[src/rtl/pulse_pkg.sv]
// Shared types and width helpers for the pulse generator.
package pulse_pkg;

   // Pulse FSM encoding.
   typedef enum logic [1:0] {
      IDLE = 2'd0,
      HIGH = 2'd1,
      GAP  = 2'd2
   } pulse_state_t;

   // Down counter must hold the larger of the two phase lengths.
   function automatic int unsigned cnt_width(input int unsigned high_cycles,
                                             input int unsigned gap_cycles);
      int unsigned max_len;
      max_len = (high_cycles > gap_cycles) ? high_cycles : gap_cycles;
      return $clog2(max_len + 1);
   endfunction

   // Width needed to count 0..depth.
   function automatic int unsigned pend_width(input int unsigned depth);
      return $clog2(depth + 1);
   endfunction

endpackage

[src/rtl/pulse_generator_sat_updown_counter.sv]
// Saturating up/down counter with clear, full flag and registered overflow pulse.
module sat_updown_counter
   import pulse_pkg::*;
#(
   parameter int unsigned MAX = 3
) (
   input  logic                      i_clk,
   input  logic                      i_reset,
   input  logic                      i_inc,
   input  logic                      i_dec,
   input  logic                      i_clr,
   output logic [$clog2(MAX+1)-1:0]  o_count,
   output logic                      o_full,
   output logic                      o_overflow
);

   localparam int unsigned W = $clog2(MAX + 1);

   logic [W-1:0] r_count;
   logic         r_overflow;
   logic [W-1:0] w_count_next;
   logic         w_overflow_next;

   // Next count: clear wins, inc+dec cancel, saturate at both ends.
   always_comb begin
      w_count_next    = r_count;
      w_overflow_next = 1'b0;
      if (i_clr) begin
         w_count_next = '0;
      end else if (i_inc && !i_dec) begin
         if (r_count == W'(MAX)) begin
            w_overflow_next = 1'b1;
         end else begin
            w_count_next = r_count + W'(1);
         end
      end else if (i_dec && !i_inc) begin
         if (r_count != '0) begin
            w_count_next = r_count - W'(1);
         end
      end
   end

   // Count and overflow state with synchronous reset.
   always_ff @(posedge i_clk) begin
      if (i_reset) begin
         r_count    <= '0;
         r_overflow <= 1'b0;
      end else begin
         r_count    <= w_count_next;
         r_overflow <= w_overflow_next;
      end
   end

   assign o_count    = r_count;
   assign o_full     = (r_count == W'(MAX));
   assign o_overflow = r_overflow;

endmodule

[src/rtl/pulse_generator.sv]
// Turns single-cycle trigger events into HIGH_CYCLES-wide level pulses separated by
// at least GAP_CYCLES low cycles, queueing triggers that arrive mid-pulse.
module pulse_generator
   import pulse_pkg::*;
#(
   parameter int unsigned HIGH_CYCLES = 4,
   parameter int unsigned GAP_CYCLES  = 2,
   parameter int unsigned PEND_DEPTH  = 3,
   parameter bit          RETRIGGER   = 1'b0
) (
   input  logic                             i_clk,
   input  logic                             i_reset,
   input  logic                             i_trigger,
   input  logic                             i_cancel,
   output logic                             o_signal,
   output logic                             o_busy,
   output logic                             o_done,
   output logic                             o_dropped,
   output logic [$clog2(PEND_DEPTH+1)-1:0]  o_pending
);

   if (HIGH_CYCLES < 1) begin : g_high_chk
      $error("pulse_generator: HIGH_CYCLES must be >= 1");
   end
   if (GAP_CYCLES < 1) begin : g_gap_chk
      $error("pulse_generator: GAP_CYCLES must be >= 1");
   end
   if (PEND_DEPTH < 1) begin : g_pend_chk
      $error("pulse_generator: PEND_DEPTH must be >= 1");
   end

   localparam int unsigned CW = cnt_width(HIGH_CYCLES, GAP_CYCLES);
   localparam int unsigned PW = pend_width(PEND_DEPTH);

   localparam logic [1:0] ST_IDLE = IDLE;
   localparam logic [1:0] ST_HIGH = HIGH;
   localparam logic [1:0] ST_GAP  = GAP;

   localparam logic [CW-1:0] HIGH_LOAD = CW'(HIGH_CYCLES);
   localparam logic [CW-1:0] GAP_LOAD  = CW'(GAP_CYCLES);

   logic [1:0]    r_state;
   logic [CW-1:0] r_cnt;
   logic          r_signal;
   logic          r_busy;
   logic          r_done;

   logic [1:0]    w_state_next;
   logic [CW-1:0] w_cnt_next;
   logic          w_done_next;
   logic          w_expire;
   logic          w_pend_inc;
   logic          w_pend_dec;
   logic          w_pend_clr;
   logic [PW-1:0] w_pend_count;
   logic          w_pend_ovf;
   // Overflow already reports drops, so the full flag is not needed here.
   logic          w_unused_full;

   // Counter value 1 marks the last cycle of the current phase.
   assign w_expire = (r_cnt <= CW'(1));

   // FSM next state, counter reload and queue updates.
   always_comb begin
      w_state_next = r_state;
      w_cnt_next   = (r_cnt != '0) ? (r_cnt - CW'(1)) : r_cnt;
      w_done_next  = 1'b0;
      w_pend_inc   = 1'b0;
      w_pend_dec   = 1'b0;
      w_pend_clr   = 1'b0;
      if (i_cancel) begin
         // Abort: trigger in the same cycle is ignored, no done pulse.
         w_state_next = ST_IDLE;
         w_cnt_next   = '0;
         w_pend_clr   = 1'b1;
      end else begin
         unique case (r_state)
            ST_IDLE: begin
               if (i_trigger) begin
                  w_state_next = ST_HIGH;
                  w_cnt_next   = HIGH_LOAD;
               end
            end
            ST_HIGH: begin
               if (i_trigger && RETRIGGER) begin
                  w_cnt_next = HIGH_LOAD;
               end else begin
                  w_pend_inc = i_trigger;
                  if (w_expire) begin
                     w_state_next = ST_GAP;
                     w_cnt_next   = GAP_LOAD;
                     w_done_next  = 1'b1;
                  end
               end
            end
            ST_GAP: begin
               w_pend_inc = i_trigger;
               if (w_expire) begin
                  if (w_pend_count != '0) begin
                     // Dequeue; a same-cycle trigger re-queues so the count holds.
                     w_state_next = ST_HIGH;
                     w_cnt_next   = HIGH_LOAD;
                     w_pend_dec   = 1'b1;
                  end else if (i_trigger) begin
                     // Empty queue: the trigger starts the next pulse directly.
                     w_state_next = ST_HIGH;
                     w_cnt_next   = HIGH_LOAD;
                     w_pend_inc   = 1'b0;
                  end else begin
                     w_state_next = ST_IDLE;
                     w_cnt_next   = '0;
                  end
               end
            end
            default: begin
               w_state_next = ST_IDLE;
               w_cnt_next   = '0;
            end
         endcase
      end
   end

   // State, counter and registered outputs derived from the next state.
   always_ff @(posedge i_clk) begin
      if (i_reset) begin
         r_state  <= ST_IDLE;
         r_cnt    <= '0;
         r_signal <= 1'b0;
         r_busy   <= 1'b0;
         r_done   <= 1'b0;
      end else begin
         r_state  <= w_state_next;
         r_cnt    <= w_cnt_next;
         r_signal <= (w_state_next == ST_HIGH);
         r_busy   <= (w_state_next != ST_IDLE);
         r_done   <= w_done_next;
      end
   end

   sat_updown_counter #(
      .MAX (PEND_DEPTH)
   ) u_pending (
      .i_clk      (i_clk),
      .i_reset    (i_reset),
      .i_inc      (w_pend_inc),
      .i_dec      (w_pend_dec),
      .i_clr      (w_pend_clr),
      .o_count    (w_pend_count),
      .o_full     (w_unused_full),
      .o_overflow (w_pend_ovf)
   );

   assign o_signal  = r_signal;
   assign o_busy    = r_busy;
   assign o_done    = r_done;
   assign o_dropped = w_pend_ovf;
   assign o_pending = w_pend_count;

endmodule
[config.mk]
export PLATFORM = sky130hd
export DESIGN_NAME = pulse_generator
export DESIGN_NICKNAME = d
export VERILOG_FILES = /design/src/rtl/pulse_pkg.sv /design/src/rtl/pulse_generator_sat_updown_counter.sv /design/src/rtl/pulse_generator.sv
export SDC_FILE = /design/constraint.sdc
export NUM_CORES = 1
export LEC_CHECK = 0
export BUFFER_PORTS_ARGS = -buffer_cell sky130_fd_sc_hd__clkbuf_2
export CAP_MARGIN = 15
export CORE_MARGIN = 1.5
export CORE_UTILIZATION = 55
export DETAILED_ROUTE_END_ITERATION = 10
export PLACE_DENSITY = 0.87
export SYNTH_ARGS = -nofsm -noshare
export SYNTH_HDL_FRONTEND = slang
export SYNTH_HIERARCHICAL = 1
export SYNTH_SLANG_ARGS = --single-unit
[constraint.sdc]
create_clock -name i_clk -period 5.7 [get_ports i_clk]
set_input_delay 1.14 -clock i_clk [delete_from_list [all_inputs] [get_ports i_clk]]
set_output_delay 1.14 -clock i_clk [all_outputs]
set_load 0.01 [all_outputs]
* Word-level counts from Yosys, hierarchy flattened
Cells that the tools add are included.
** Cells by class
- $add $sub $neg :: 3
- Equality and inequality tests :: 5
- $lt $le $gt $ge :: 1
- Mux-type cells :: 29
- Bitwise operators :: 2
- Reduce and logical (&&, ||, !) cells :: 15
** Operator list (count)
- $mux 3 :: 6
- $mux 2 :: 8
- $mux 1 :: 12
- $pmux 3 s3 :: 1
- $reduce_bool 2->1 :: 4
- $pmux 2 s3 :: 1
- $reduce_or 3->1 :: 2
- $eq 2x1->1 const B :: 2
- $eq 2x2->1 const B :: 2
- $reduce_or 2->1 :: 2
- $le 3x1->1 const B :: 1
- $reduce_and 3->1 :: 1
- $reduce_bool 3->1 :: 1
- $sub 3x1->3 const B :: 1
- $add 2x1->2 const B :: 1
- $logic_and 1x1->1 :: 2
- $logic_not 1->1 :: 2
- $logic_not 2->1 :: 1
- $ne 2x2->1 const B :: 1
- $not 1->1 :: 2
- $pmux 1 s2 :: 1
- $sub 2x1->2 const B :: 1
** Word-level totals
- Word-level logic and storage cells :: 62
- Output and inout bits :: 6
- Input bits :: 4
- Flip-flop bits (word level) :: 11

* Logic depth before layout (Yosys ltp)
Gate-level depths: netlist of the first run.
- Depth in word-level cells :: 9
- Mapped depth :: 11
- Mapped depth without buffers :: 10

* Hierarchy
Netlist of the first run, hierarchy kept.
** Modules (own cells, without submodules)
- pulse_generator :: sequential area each 160.2 um2, times used 1, cells an instance 69, area an instance 583.1 um2
- sat_updown_counter :: sequential area each 60.1 um2, times used 1, cells an instance 16, area an instance 162.7 um2

* Least setup slack after synthesis of the first run
OpenSTA, ideal clock, no wires.
- Path type :: register to register
- Start :: register r_cnt[1]
- End :: register u_pending.r_count[0], in the netlist u_pending/o_count[0]
- Clock period less this slack :: 2.259 ns
- Arrival time :: 2.180 ns
- Cell stages (with the launch flop) :: 12
- Slack :: 3.441 ns
- Required time :: 5.621 ns
- Path buffers :: 1
- Setup time :: 0.079 ns
- Path through :: dfxtp_1 -> inv_1 -> ha_1 -> o21ba_2 -> or2_2 -> clkbuf_1 -> o31ai_1 -> a211oi_1 -> ha_1 -> nor2b_4 -> mux2i_1 -> a211oi_2
** On the way
- Cells in the longest elaborated chain, start to end :: 8
** Ends and longest elaborated chain
- from (decl) :: RTL line pulse_generator.sv:43 : logic [CW-1:0] r_cnt;
- from (signal assigned) :: RTL line pulse_generator.sv:133 : r_cnt <= w_cnt_next;
- $le 3x1->1 (*) :: RTL line pulse_generator.sv:61 : assign w_expire = (r_cnt <= CW'(1));
- $mux 1 (*) :: RTL line pulse_generator.sv:98 : if (w_expire) begin
- $pmux 1 s2 (*) :: RTL line pulse_generator.sv:77 : unique case (r_state)
- $mux 1 (*) :: RTL line pulse_generator.sv:71 : if (i_cancel) begin
- net w_pend_inc :: RTL line pulse_generator.sv:52 : logic w_pend_inc;
- $logic_not 1->1 :: RTL line pulse_generator_sat_updown_counter.sv:36 : end else if (i_dec && !i_inc) begin
- $logic_and 1x1->1 :: RTL line pulse_generator_sat_updown_counter.sv:36
- $reduce_bool 2->1 (no source line)
- $reduce_and 3->1 (no source line)
- to (signal assigned) :: RTL line pulse_generator_sat_updown_counter.sv:49 : r_count <= w_count_next;
- to (decl) :: RTL line pulse_generator_sat_updown_counter.sv:19 : logic [W-1:0] r_count;
The timed path passes the listed nets; every way through them passes the cells marked *.
A chain may end at the register's enable or synchronous reset.

* Final worst setup path of the first run
Ends and elaborated chain as after synthesis.

==> flow_summary.yaml, run 1 <==
clock_network:
  path_clk_slew_ps: 80
  cts_htree_levels: 1
  post_cts_resized: 0
  clk_latency_ps: 280
  ctsHoldBuffers: 0
  clock-sinks: 11
  numCtsBuffers: 3
  clockBufferDepth: 2
  post_cts_buffers: 0
  cts_tree: "built"
  cts.root.buffer_cell: "clkbuf_4"
logic_synthesis:
  synth-seq-cells: 11
  syn_nets: 97
  async_flop_share_pct: 0
  ys_seq_area_share_pct: 29.5
  netlist_area_um2: 746
  synth_cell_types: 36
  synthFlopType: "dfxtp_1"
  synthCells: 85
  syn_area_per_cell_um2: 8.77
  synth_edf_count: 0
  yosys_warnings: 6
layout:
  layout_common_cells: "dfxtp_1, clkbuf_2, ha_1"
  seqCellArea_um2: 220
  area_growth_syn_to_layout_pct: 10.2
  fillers: 109
  layout_commonest_cell: "dfxtp_1"
  layout-drive-gt1-share_pct: 28.1
  fin_area_um2: 822
  multi_input_area_um2: 480
  fin_nets: 109
  antenna_cells: 0
die:
  die_height_um: 39.8
  core_um2: 1280
  initial_core_util_pct: 58.0
  die_x_um: 39.8
  num_io_pins: 10
  rows: 13
  fp.dieArea_um2: 1590
route:
  drc: 0
  vias: 641
  wl_mm: 1.53
  initialDrtViolationCount: 24
  post_drt_via_cell_ratio: 5.77
  final_antenna_net_count: 0
  firstDrtPassIters: 4
  wl_per_cell_um: 13.8
setup_path:
  cp_max_fo: 6
  crit_arrival_ps: 2670
  start_kind: "flip-flop"
  cp-end-kind: "flip-flop"
  slowest_delay_ps: 370
  cp_slowest_cell: "ha_1"
  crit_type: "reg2reg"
  cpMostUsedCell: "ha_1"
  rrSetupSlack_ps: 3220
  crit_required_ps: 5900
  critPathBufInv: 1
  rr_worst_depth: 10
  reg2reg_from: "r_cnt[1]$_SDFF_PP0_"
  path_delay_family: "compound AO/OA/AOI/OAI gates"
  crit_chain: "inv_1, ha_1, o21ba_2, or2_2, o31ai_1, a211oi_1, ha_1, nor2b_4, mux2i_1, a211oi_2"
  r2r_end: "u_pending/o_count[0]$_SDFFE_PP0P_"
global_routing:
  grt_pass1_vias: 560
  grt_pass1_wl_mm: 2.49
  track_usage_pct: 24.5
  grt_max_degree: 11
  grt-ovfl-total: 0
  antenna_found_initial: 0
worst_hold_path:
  hold_end: "u_pending/o_count[1]$_SDFFE_PP0P_"
  min_path_cells: 2
  min-delay-start: "u_pending/o_count[0]$_SDFFE_PP0P_"
  hp-class: "reg2reg"
sta:
  max_freq_ghz: 0.404
  period_share_pct: 43.4
  setup_viol: 0
  tightest_slew_ps: 324
  fin_tns_setup_ps: 0
  finalHoldViolCount: 0
  drv_slew: 0
  finalClockSkew_ps: 6.57
  rsz0062_at_grt: "no"
  layout_min_cycle_time_ps: 2480
  max_slew_margin_pct: 78.4
run_status:
  status: "finished clean"
place:
  finalWeightedCongestion: 0.825
  placed_area_um2: 795
  port_buffers: 9
  hpwl_mm: 1.20
power:
  p_int_uw: 119
  p_leak_uw: 0.000320
  seqPwrFrac_pct: 49.0
  p_clk_share_pct: 33.5
  power_frac_comb_pct: 17.5
  p_per_area_nw_per_um2: 204
  switchingPower_uw: 49.0
  ir_drop_mv: 0.163
  sw_frac_of_total_pct: 29.2
flow_run:
  drv_cap: 0
-- worst max-delay path by stage --
stage                                              endpoint                 from  depth (start not counted)  slack, ps
after floorplan           u_pending/o_count[0]$_SDFFE_PP0P_  r_cnt[1]$_SDFF_PP0_                         11       3440
after global placement    u_pending/o_count[0]$_SDFFE_PP0P_            i_trigger                          7       3300
after detailed placement  u_pending/o_count[0]$_SDFFE_PP0P_            i_trigger                          7       3180
after CTS                 u_pending/o_count[0]$_SDFFE_PP0P_  r_cnt[1]$_SDFF_PP0_                         10       3230
after global routing      u_pending/o_count[0]$_SDFFE_PP0P_  r_cnt[1]$_SDFF_PP0_                         10       3060
final                     u_pending/o_count[0]$_SDFFE_PP0P_  r_cnt[1]$_SDFF_PP0_                         10       3220
-- state kept, by name (all words and copies together), names as in the netlist --
signal                flops
r_cnt                     3
o_done                    1
o_signal                  1
u_pending/o_overflow      1
o_busy                    1
u_pending/o_count         2
r_state                   2
-- worst register-to-register path, delay by kind of cell (launching register included) --
kind            cells  cell delay, ps
flops               1             340
compound gates      4             790
buf+inv             1             120
simple gates        2             480
fa+ha+maj           2             570
mux                 1             100
-- power by group through the flow --
stage          registers (uW)  clock network (uW)  logic [uW]
6_report                 82.2                56.1        29.4
5_1_grt                  82.5                61.2        32.5
4_1_cts                  82.1                57.4        29.2
3_5_place_dp             83.9                   0        29.0
3_3_place_gp             83.7                   0        28.1
2_1_floorplan            83.4                   0        22.2
-- cell usage after synthesis (all sizes together) (2+ instances only) --
| master | instances | share of area (%) |
|---|---|---|
| o31a | 2 | 2.5 |
| o21a | 4 | 4.0 |
| or3 | 2 | 1.7 |
| o21ai | 7 | 5.2 |
| or2 | 3 | 2.5 |
| mux2 | 2 | 3.0 |
| a211oi | 4 | 4.7 |
| ha | 8 | 13 |
| dfxtp | 11 | 30 |
| nand2b | 2 | 1.7 |
| nor3 | 2 | 1.3 |
| inv | 8 | 4.0 |
| nor2 | 6 | 3.0 |
| nand2 | 5 | 2.5 |
| a21oi | 2 | 1.3 |
-- stage by stage --
step	util [%]	setup slack [ps]	instances	power [uW]	hold slack [ps]
finish	64.0	3220	111	168	603
global route	64.0	3060	111	176	638
CTS	64.0	3230	111	169	593
detailed placement	61.8	3180	107	113	582
global placement	61.8	3300	107	112	573
floorplan	-	3440	85	106	562
-- metal layers --
metal  GRT usage, %  vias up  part of all wire [%]
li1               -      320                     -
met1           30.5      295                    45
met4           10.3        0                   1.6
met5              0        -                     0
met3           5.11        3                   6.2
met2           40.2       23                    47
-- cell type report --
type	instances	share of cell area [%]
Multi-Input combinational cell	64	58.4
Sequential cell	11	26.8
Timing Repair Buffer	9	5.48
Inverter	8	3.65
Clock inverter	1	0.609
Clock buffer	3	2.74
Tap cell	15	2.28
-- cells by family after synthesis --
group	Yosys count	synth area share, %
AOI/OAI and AO/OA	25	25.2
xor gates and xnor gates	1	1.17
adders and majority gates	8	13.4
buffers and inverters	10	6.04
DFF	11	29.5
muxes	3	4.36
and+or+nand+nor	27	20.3
Power figures use the tool's default switching activity.
==> run 2: changes to the inputs <==
--- a/config.mk
+++ b/config.mk
@@ -8,9 +8,9 @@
 export BUFFER_PORTS_ARGS = -buffer_cell sky130_fd_sc_hd__clkbuf_2
 export CAP_MARGIN = 15
 export CORE_MARGIN = 1.5
-export CORE_UTILIZATION = 55
+export CORE_UTILIZATION = 54
 export DETAILED_ROUTE_END_ITERATION = 10
-export PLACE_DENSITY = 0.87
+export PLACE_DENSITY = 0.85
 export SYNTH_ARGS = -nofsm -noshare
 export SYNTH_HDL_FRONTEND = slang
 export SYNTH_HIERARCHICAL = 1
==> constraint.sdc (replaced) <==
create_clock -name i_clk -period 2.34 [get_ports i_clk]
set_input_delay 0.468 -clock i_clk [delete_from_list [all_inputs] [get_ports i_clk]]
set_output_delay 0.468 -clock i_clk [all_outputs]
set_load 0.01 [all_outputs]
==> flow_summary.yaml, run 2 (synthesis results as in run 1) <==
run_status:
  status: "finished clean"
sta:
  layout_min_cycle_time_ps: 2250
  max_freq_ghz: 0.445
  tightest_slew_ps: 359
  period_share_pct: 96.0
  finalClockSkew_ps: 6.70
  max_slew_margin_pct: 76.0
  setup_viol: 0
  finalHoldViolCount: 0
  drv_slew: 0
die:
  die_x_um: 40.2
  fp.dieArea_um2: 1610
  rows: 13
  initial_core_util_pct: 57.3
  num_io_pins: 10
  core_um2: 1300
  die_height_um: 40.2
setup_path:
  cp-startpoint: "r_cnt[1]$_SDFF_PP0_"
  cp_slowest_cell: "ha_1"
  slowest_delay_ps: 370
  r2r_end: "u_pending/o_count[1]$_SDFFE_PP0P_"
  crit_required_ps: 2530
  crit_type: "reg2reg"
  critPathBufInv: 1
  cp_max_fo: 6
  path_delay_family: "compound AO/OA/AOI/OAI gates"
  cp-end-kind: "flip-flop"
  crit_chain: "inv_2, ha_2, o21ba_2, or2_4, o31ai_4, a211oi_2, ha_1, nor2b_4, o21ai_2, a211oi_1"
  cp_num_cells: 10
  rr_worst_depth: 10
  rrSetupSlack_ps: 90
  reg2reg_from: "r_cnt[1]$_SDFF_PP0_"
  start_kind: "flip-flop"
  crit_arrival_ps: 2430
  endpoint: "u_pending/o_count[1]$_SDFFE_PP0P_"
clock_network:
  cts.root.buffer_cell: "clkbuf_4"
  clock-sinks: 11
  clockBufferDepth: 2
  path_clk_slew_ps: 70
  cts_tree: "built"
  numCtsBuffers: 3
  clk_latency_ps: 270
  cts_htree_levels: 1
layout:
  fin_area_um2: 865
  fin_nets: 111
  antenna_cells: 0
  layout_commonest_cell: "dfxtp_1"
  area_growth_syn_to_layout_pct: 15.9
  top_register: "r_cnt"
  final_util_pct: 66.4
  largest_reg_flops: 3
  layout-drive-gt1-share_pct: 34.7
  layout_common_cells: "dfxtp_1, clkbuf_2, ha_1"
place:
  port_buffers: 9
  finalWeightedCongestion: 0.862
  hpwl_mm: 1.11
  placed_area_um2: 802
flow_run:
  drv_cap: 0
worst_hold_path:
  hp-class: "in2reg"
global_routing:
  grtUsageMet2_pct: 36.7
  grt_pass1_vias: 560
  grt.met1_usage_pct: 29.9
  grt_max_degree: 11
  track_usage_pct: 22.9
  grtUsageMet3_pct: 5.00
  grt-ovfl-total: 0
  busiest_layer: "met2"
  antenna_found_initial: 0
  grt_pass1_wl_mm: 2.39
route:
  final_antenna_net_count: 0
  wl_per_cell_um: 13.7
  firstDrtPassIters: 4
  vias: 653
  wl_mm: 1.55
  post_drt_via_cell_ratio: 5.78
  drc: 0
  initialDrtViolationCount: 11
power:
  p_leak_uw: 0.000323
  p_per_area_nw_per_um2: 470
  power_uw: 406
  ir_drop_mv: 0.416
## run 2: what timing repair did
item                       CTS  global route
resized for setup            3             5
pin swaps                    1             2
buffers inserted             0             1
hold buffers                 0             0
setup endpoints to repair    2             2
## run 2: worst min path at each step
| stage | start | end | slack (ps) | depth (start not counted) |
|---|---|---|---|---|
| floorplan | i_reset | u_pending/o_count[0]$_SDFFE_PP0P_ | 530 | 1 |
| detailed placement | u_pending/o_count[0]$_SDFFE_PP0P_ | u_pending/o_count[1]$_SDFFE_PP0P_ | 580 | 2 |
| global route | i_reset | u_pending/o_count[0]$_SDFFE_PP0P_ | 460 | 2 |
| finish | i_reset | u_pending/o_count[0]$_SDFFE_PP0P_ | 450 | 2 |
| CTS | i_reset | u_pending/o_count[0]$_SDFFE_PP0P_ | 440 | 2 |
| global placement | u_pending/o_count[0]$_SDFFE_PP0P_ | u_pending/o_count[1]$_SDFFE_PP0P_ | 560 | 2 |
## run 2: per-stage QoR
step | setup WS [ps] | setup TNS (ps) | std cells | hold WS [ps]
2_1_floorplan | 80.9 | 0 | 85 | 533
3_5_place_dp | -48.6 | -72.8 | 108 | 581
4_1_cts | 50.8 | 0 | 112 | 440
6_report | 93.9 | 0 | 113 | 448
5_1_grt | -25.0 | -34.9 | 113 | 458
3_3_place_gp | 82.3 | 0 | 108 | 560
## run 2: report_power, final
group | leakage (uW) | total [uW] | switching, uW | internal [uW]
sequential | 0.0000898 | 201 | 6.71 | 194
combinational | 0.000218 | 75.7 | 41.4 | 34.2
clock | 0.0000150 | 130 | 63.7 | 66.0
total | 0.000323 | 406 | 112 | 294
## run 2: final cells by class
cell class	instances	area [um^2]
Tap cell	15	18.8
Sequential cell	11	221
Timing Repair Buffer	11	60.1
Multi-Input combinational cell	64	508
Inverter	8	30.0
Clock buffer	4	26.3
Fill cell	113	437
## run 2: layer usage
metal,up-vias,share of wire [%]
met5,-,0
met4,0,1.5
met3,3,4.5
li1,332,-
met1,302,45
met2,16,49
